<file path="config.mk">
export PLATFORM = sky130hd
export DESIGN_NAME = nrf_spi_master_flat
export DESIGN_NICKNAME = d
export VERILOG_FILES = /design/src/rtl/nrf_spi_if.sv /design/src/rtl/nrf_spi_master.sv /design/src/flat_wrapper.sv
export SDC_FILE = /design/constraint.sdc
export NUM_CORES = 1
export LEC_CHECK = 0
export BUFFER_PORTS_ARGS = -buffer_cell sky130_fd_sc_hd__clkbuf_2
export CORE_UTILIZATION = 51
export DETAILED_ROUTE_END_ITERATION = 8
export PLACE_DENSITY_LB_ADDON = 0.05
export SYNTH_ARGS = -nofsm -noshare
export SYNTH_HDL_FRONTEND = slang
export SYNTH_SLANG_ARGS = --single-unit
export TNS_END_PERCENT = 5
</file>
<file path="constraint.sdc">
create_clock -name clk -period 2.58 [get_ports clk]
set_input_delay 0.516 -clock clk [delete_from_list [all_inputs] [get_ports clk]]
set_output_delay 0.516 -clock clk [all_outputs]
set_load 0.05 [all_outputs]
</file>
<file path="src/rtl/nrf_spi_if.sv">
// Byte-stream and pin bundle between the nRF24L01 SPI master and its surroundings.
// The master modport is the controller's own view; slave is the user/pin-side view.
interface nrf_spi_if;
    logic       spi_tick;
    logic [7:0] tx_data;
    logic       tx_last;
    logic       tx_valid;
    logic       tx_ready;
    logic [7:0] rx_data;
    logic       rx_valid;
    logic       busy;
    logic       done;
    logic       sclk;
    logic       mosi;
    logic       csn;
    logic       miso;

    modport master (
        input  spi_tick, tx_data, tx_last, tx_valid, miso,
        output tx_ready, rx_data, rx_valid, busy, done, sclk, mosi, csn
    );

    modport slave (
        output spi_tick, tx_data, tx_last, tx_valid, miso,
        input  tx_ready, rx_data, rx_valid, busy, done, sclk, mosi, csn
    );
endinterface

</file>
<file path="src/rtl/nrf_spi_master.sv">
// SPI mode-0 master for the nRF24L01: byte-streamed frames framed by CSN,
// with all pin timing advanced only on the upstream spi_tick enable.
module nrf_spi_master #(
    parameter int unsigned SETUP_TICKS = 1,
    parameter int unsigned HOLD_TICKS  = 1,
    parameter int unsigned GAP_TICKS   = 2
) (
    input logic       clk,
    input logic       rst,
    nrf_spi_if.master bus
);
    localparam logic [2:0] IDLE      = 3'd0;
    localparam logic [2:0] SETUP     = 3'd1;
    localparam logic [2:0] SHIFT     = 3'd2;
    localparam logic [2:0] BYTE_WAIT = 3'd3;
    localparam logic [2:0] HOLD      = 3'd4;
    localparam logic [2:0] GAP       = 3'd5;

    localparam logic [7:0] SETUP_T = 8'(SETUP_TICKS);
    localparam logic [7:0] HOLD_T  = 8'(HOLD_TICKS);
    localparam logic [7:0] GAP_T   = 8'(GAP_TICKS);

    logic [2:0] state;
    logic [7:0] tick_cnt;
    logic [7:0] tick_nxt;
    logic [7:0] tx_shift;
    logic [7:0] rx_shift;
    logic       last_q;
    logic       tx_ready;
    logic       hs;
    logic       sclk_q, mosi_q, csn_q;
    logic [7:0] rx_data_q;
    logic       rx_valid_q, done_q, busy_q;

    assign tx_ready = (state == IDLE) || (state == BYTE_WAIT);
    assign hs       = bus.tx_valid && tx_ready;
    assign tick_nxt = tick_cnt + 8'd1;

    assign bus.tx_ready = tx_ready;
    assign bus.sclk     = sclk_q;
    assign bus.mosi     = mosi_q;
    assign bus.csn      = csn_q;
    assign bus.rx_data  = rx_data_q;
    assign bus.rx_valid = rx_valid_q;
    assign bus.busy     = busy_q;
    assign bus.done     = done_q;

    // NOTE: every register here uses <= so all updates of one edge see the
    // pre-edge values; mixing in blocking assignments would reorder the shift/compare logic.
    always_ff @(posedge clk or posedge rst) begin
        if (rst) begin
            state      <= IDLE;
            tick_cnt   <= 8'd0;
            tx_shift   <= 8'd0;
            rx_shift   <= 8'd0;
            last_q     <= 1'b0;
            sclk_q     <= 1'b0;
            mosi_q     <= 1'b0;
            csn_q      <= 1'b1;
            rx_data_q  <= 8'd0;
            rx_valid_q <= 1'b0;
            done_q     <= 1'b0;
            busy_q     <= 1'b0;
        end else begin
            rx_valid_q <= 1'b0;
            done_q     <= 1'b0;
            case (state)
                IDLE: begin
                    // A tick coinciding with the handshake is deliberately dropped.
                    if (hs) begin
                        tx_shift <= bus.tx_data;
                        last_q   <= bus.tx_last;
                        mosi_q   <= bus.tx_data[7];
                        csn_q    <= 1'b0;
                        busy_q   <= 1'b1;
                        tick_cnt <= 8'd0;
                        state    <= SETUP;
                    end
                end
                SETUP: begin
                    if (bus.spi_tick) begin
                        if (tick_nxt == SETUP_T) begin
                            tick_cnt <= 8'd0;
                            state    <= SHIFT;
                        end else begin
                            tick_cnt <= tick_nxt;
                        end
                    end
                end
                SHIFT: begin
                    if (bus.spi_tick) begin
                        if (!tick_cnt[0]) begin
                            sclk_q   <= 1'b1;
                            rx_shift <= {rx_shift[6:0], bus.miso};
                            tick_cnt <= tick_nxt;
                        end else begin
                            sclk_q <= 1'b0;
                            if (tick_nxt == 8'd16) begin
                                rx_data_q  <= rx_shift;
                                rx_valid_q <= 1'b1;
                                tick_cnt   <= 8'd0;
                                state      <= last_q ? HOLD : BYTE_WAIT;
                            end else begin
                                tx_shift <= {tx_shift[6:0], 1'b0};
                                mosi_q   <= tx_shift[6];
                                tick_cnt <= tick_nxt;
                            end
                        end
                    end
                end
                BYTE_WAIT: begin
                    // Next byte goes straight to SHIFT: CSN is already low and settled.
                    if (hs) begin
                        tx_shift <= bus.tx_data;
                        last_q   <= bus.tx_last;
                        mosi_q   <= bus.tx_data[7];
                        tick_cnt <= 8'd0;
                        state    <= SHIFT;
                    end
                end
                HOLD: begin
                    if (bus.spi_tick) begin
                        if (tick_nxt == HOLD_T) begin
                            csn_q    <= 1'b1;
                            tick_cnt <= 8'd0;
                            state    <= GAP;
                        end else begin
                            tick_cnt <= tick_nxt;
                        end
                    end
                end
                GAP: begin
                    if (bus.spi_tick) begin
                        if (tick_nxt == GAP_T) begin
                            done_q   <= 1'b1;
                            busy_q   <= 1'b0;
                            tick_cnt <= 8'd0;
                            state    <= IDLE;
                        end else begin
                            tick_cnt <= tick_nxt;
                        end
                    end
                end
                default: begin
                    state    <= IDLE;
                    csn_q    <= 1'b1;
                    sclk_q   <= 1'b0;
                    busy_q   <= 1'b0;
                    tick_cnt <= 8'd0;
                end
            endcase
        end
    end
endmodule

</file>
<file path="src/flat_wrapper.sv">
// flat-port wrapper written by rule: the top's interface ports become plain ports
module nrf_spi_master_flat 
#(
    parameter int unsigned SETUP_TICKS = 1,
    parameter int unsigned HOLD_TICKS  = 1,
    parameter int unsigned GAP_TICKS   = 2
)
  (clk, rst, bus_spi_tick, bus_tx_data, bus_tx_last, bus_tx_valid, bus_miso, bus_tx_ready, bus_rx_data, bus_rx_valid, bus_busy, bus_done, bus_sclk, bus_mosi, bus_csn);
  nrf_spi_if bus_i ();
  input logic clk;
  input logic rst;
  input wire logic [$bits(bus_i.spi_tick)-1:0] bus_spi_tick;
  input wire logic [$bits(bus_i.tx_data)-1:0] bus_tx_data;
  input wire logic [$bits(bus_i.tx_last)-1:0] bus_tx_last;
  input wire logic [$bits(bus_i.tx_valid)-1:0] bus_tx_valid;
  input wire logic [$bits(bus_i.miso)-1:0] bus_miso;
  output wire logic [$bits(bus_i.tx_ready)-1:0] bus_tx_ready;
  output wire logic [$bits(bus_i.rx_data)-1:0] bus_rx_data;
  output wire logic [$bits(bus_i.rx_valid)-1:0] bus_rx_valid;
  output wire logic [$bits(bus_i.busy)-1:0] bus_busy;
  output wire logic [$bits(bus_i.done)-1:0] bus_done;
  output wire logic [$bits(bus_i.sclk)-1:0] bus_sclk;
  output wire logic [$bits(bus_i.mosi)-1:0] bus_mosi;
  output wire logic [$bits(bus_i.csn)-1:0] bus_csn;
  assign bus_i.spi_tick = bus_spi_tick;
  assign bus_i.tx_data = bus_tx_data;
  assign bus_i.tx_last = bus_tx_last;
  assign bus_i.tx_valid = bus_tx_valid;
  assign bus_i.miso = bus_miso;
  assign bus_tx_ready = bus_i.tx_ready;
  assign bus_rx_data = bus_i.rx_data;
  assign bus_rx_valid = bus_i.rx_valid;
  assign bus_busy = bus_i.busy;
  assign bus_done = bus_i.done;
  assign bus_sclk = bus_i.sclk;
  assign bus_mosi = bus_i.mosi;
  assign bus_csn = bus_i.csn;
  nrf_spi_master #(.SETUP_TICKS(SETUP_TICKS), .HOLD_TICKS(HOLD_TICKS), .GAP_TICKS(GAP_TICKS)) u_core (.clk(clk), .rst(rst), .bus(bus_i));
endmodule
</file>
==> flow_metrics.tcl <==
set metrics [dict create \
    ys_top_cells_by_area "dfrtp_1, mux2_2, mux2_4" \
    post-place-ws_ns 0.0904 \
    finalClockSkew_ns 0.00810 \
    num_io_pins 29 \
    finalSetupTns_ns 0 \
    place.detailed.hpwl_mm 3.41 \
    drt_pass1_iterations 4 \
    post_drt_wl_per_cell_um 16.4 \
    outcome "complete, no violations" \
    cts_buffer_depth 2 \
    cts_setup_buffers 0 \
    ys_async_sr_fraction 1.00 \
    syn_area_mm2 0.00232 \
    rsz0062_at_grt "no" \
    grt_max_degree 42 \
    root_buffer "clkbuf_8" \
    num_antenna_cells 0 \
    worstSetupPathType "reg2reg" \
    grt_remaining_overflow 0 \
    vdd_drop_max_uv 554 \
    cts.htree.levels 2 \
    syn_to_final_growth_pct 13.9 \
    clock-sinks 41 \
    setup-violations-final 0 \
    startpoint_type "register" \
    maxSlewHeadroom 0.589 \
    tightest_slew_ns 0.614 \
    yosys_warnings 0 \
    p_leak_nw 1.22 \
    slew_viol_final 0 \
    fmax_mhz 400 \
    finalCritPeriodShare 0.969 \
    gp_congestion 0.883 \
    die_w_um 69.4 \
    route.detailed.drc 0 \
    die_area_mm2 0.00482 \
    hold_path_class "in2async" \
    grt_pass1_wl_mm 8.28 \
    grt_pass1_vias 1748 \
    worst_slack_ns 0.0805 \
    yosysTopAreaCell "dfrtp_1" \
    initial_core_util 0.533 \
    core_area_mm2 0.00435 \
    track_usage 0.213 \
    syn_inst 211 \
    post_synth.cell_area_avg_um2 11.0 \
    synth_ff_type "dfrtp_1" \
    numCtsBuffers 5 \
    r2r_setup_slack_ns 0.08 \
    synth_edf_count 0 \
    clk_latency_ns 0.29 \
    drive_gt1_frac 0.368 \
    via_count 1766 \
    r2r_cells 6 \
    synth_nets 228 \
    drv_cap 0 \
    rr_startpoint "u_core.tick_cnt[1]$_DFFE_PP0P_" \
    wl_mm 4.82 \
    cp.arrival_ns 2.68 \
    clk_pin_slew_worst_paths_ns 0.09 \
    synth-seq-area-share 0.443 \
    cts_hold_repair.buffers 0 \
    hold_slack_ns 0.319 \
    post-route-min-period_ns 2.50 \
    drtIter0Drc 153 \
    synthTopCellsByCount "dfrtp_1, mux2_2, nor2_1" \
    die_h_um 69.4 \
    crit_required_ns 2.76 \
    ant_nets 0 \
    fp-row-count 24 \
    hold_viol 0 \
    cts_tree "done" \
    p_per_area_mw_per_mm2 1020 \
    ys_ff_latch 41 \
    antenna_found_initial 0 \
    regToRegEndpoint "u_core.bus.rx_data[5]$_DFFE_PP0P_" \
    avgViaCountPerCell 6.01 \
    netlist.area_leader.share 0.431 \
    io_buffers 28 \
    path_max_fanout 9 \
    endpoint_kind "register" \
    yosysMostFrequentCell "dfrtp_1" \
    nNetsFinal 258 \
    netlist-cell-type-count 58 \
]
[report_power, final]
group | internal (mW) | total (mW) | switching, mW
sequential | 0.817 | 0.989 | 0.172
combinational | 0.517 | 1.17 | 0.650
clock | 0.315 | 0.547 | 0.232
[state kept, by name (all words and copies together), names as in the netlist]
name                 count
u_core.bus.sclk          1
u_core.bus.done          1
u_core.bus.busy          1
u_core.last_q            1
u_core.bus.csn           1
u_core.tick_cnt          8
u_core.rx_shift          8
u_core.state             3
u_core.bus.rx_valid      1
u_core.bus.rx_data       8
u_core.bus.mosi          1
u_core.tx_shift          7
[area by class of cell]
cell class              count  area, µm²
fillers                   359       1710
multi-input cells         151       1210
flip-flops and latches     41       1030
repair buffers             35        193
clock buffers               6       82.6
well taps                  52       65.1
clock inverters             2       37.5
inverters                   7       26.3
[critical path: stages (launching register included)]
cell	delay, ns
dfrtp_2	0.46
ha_1	0.22
or4b_4	0.50
nor3_4	0.21
o311ai_4	0.18
nor3_4	0.40
mux2_2	0.40
[routing by layer]
| metal | GRT usage | share of wire | vias to the layer above |
|---|---|---|---|
| met4 | 0.0907 | 0.018 | 0 |
| met2 | 0.333 | 0.49 | 52 |
| li1 | - | - | 832 |
| met3 | 0.0422 | 0.047 | 9 |
| met1 | 0.289 | 0.45 | 873 |
| met5 | 0 | 0 | - |
[repair_timing]
| item | in CTS | in global routing |
|---|---|---|
| hold endpoints to repair | 0 | 0 |
| endpoints found under the setup margin | 0 | 15 |
| gates resized for setup | 0 | 2 |
[how the worst max path moves through the flow]
stage	from	endpoint	cells after the start
final	u_core.tick_cnt[1]$_DFFE_PP0P_	u_core.bus.rx_data[5]$_DFFE_PP0P_	6
after floorplan	u_core.tick_cnt[1]$_DFFE_PP0P_	u_core.bus.rx_data[0]$_DFFE_PP0P_	6
after global placement	u_core.tick_cnt[1]$_DFFE_PP0P_	u_core.bus.rx_data[5]$_DFFE_PP0P_	6
after CTS	u_core.tick_cnt[1]$_DFFE_PP0P_	u_core.bus.rx_data[5]$_DFFE_PP0P_	6
after global routing	u_core.tick_cnt[1]$_DFFE_PP0P_	u_core.bus.rx_data[1]$_DFFE_PP0P_	6
after detailed placement	u_core.tick_cnt[1]$_DFFE_PP0P_	u_core.bus.rx_data[3]$_DFFE_PP0P_	6
[stage by stage]
| step | cell area, µm² | utilization | power (mW) | instances |
|---|---|---|---|---|
| after floorplan | 2320 | - | 1.90 | 211 |
| after global placement | 2520 | 0.579 | 2.10 | 286 |
| after detailed placement | 2520 | 0.579 | 2.15 | 286 |
| after CTS | 2640 | 0.606 | 2.71 | 294 |
| after global routing | 2640 | 0.607 | 2.88 | 294 |
| final | 2640 | 0.607 | 2.70 | 294 |
[cells by family (layout without fill, tap and decap cells)]
kind of cell	count (synthesis)	count (layout)	synth area share
compound gates	44	44	0.150
xor+xnor	5	5	0.0189
fa+ha+maj	3	3	0.0162
buf+inv	19	50	0.0361
flops	41	41	0.443
mux	33	33	0.170
simple gates	66	66	0.166
[cells in the final DEF, fill, tap and decap left out, types with 4 or more instances in the layout]
cell type  Yosys  final
mux2_2        23     23
clkbuf_8       0      6
mux2_4         7      7
nand2b_1       4      4
buf_4          0      7
nor2_1        14     14
a21oi_1        5      5
nor3_1         6      6
o21ai_0        9      9
dfrtp_1       40     39
inv_1          7      7
nand2_1       13     13
clkbuf_2       0     28
No activity file was read; power rests on OpenSTA's default activity.
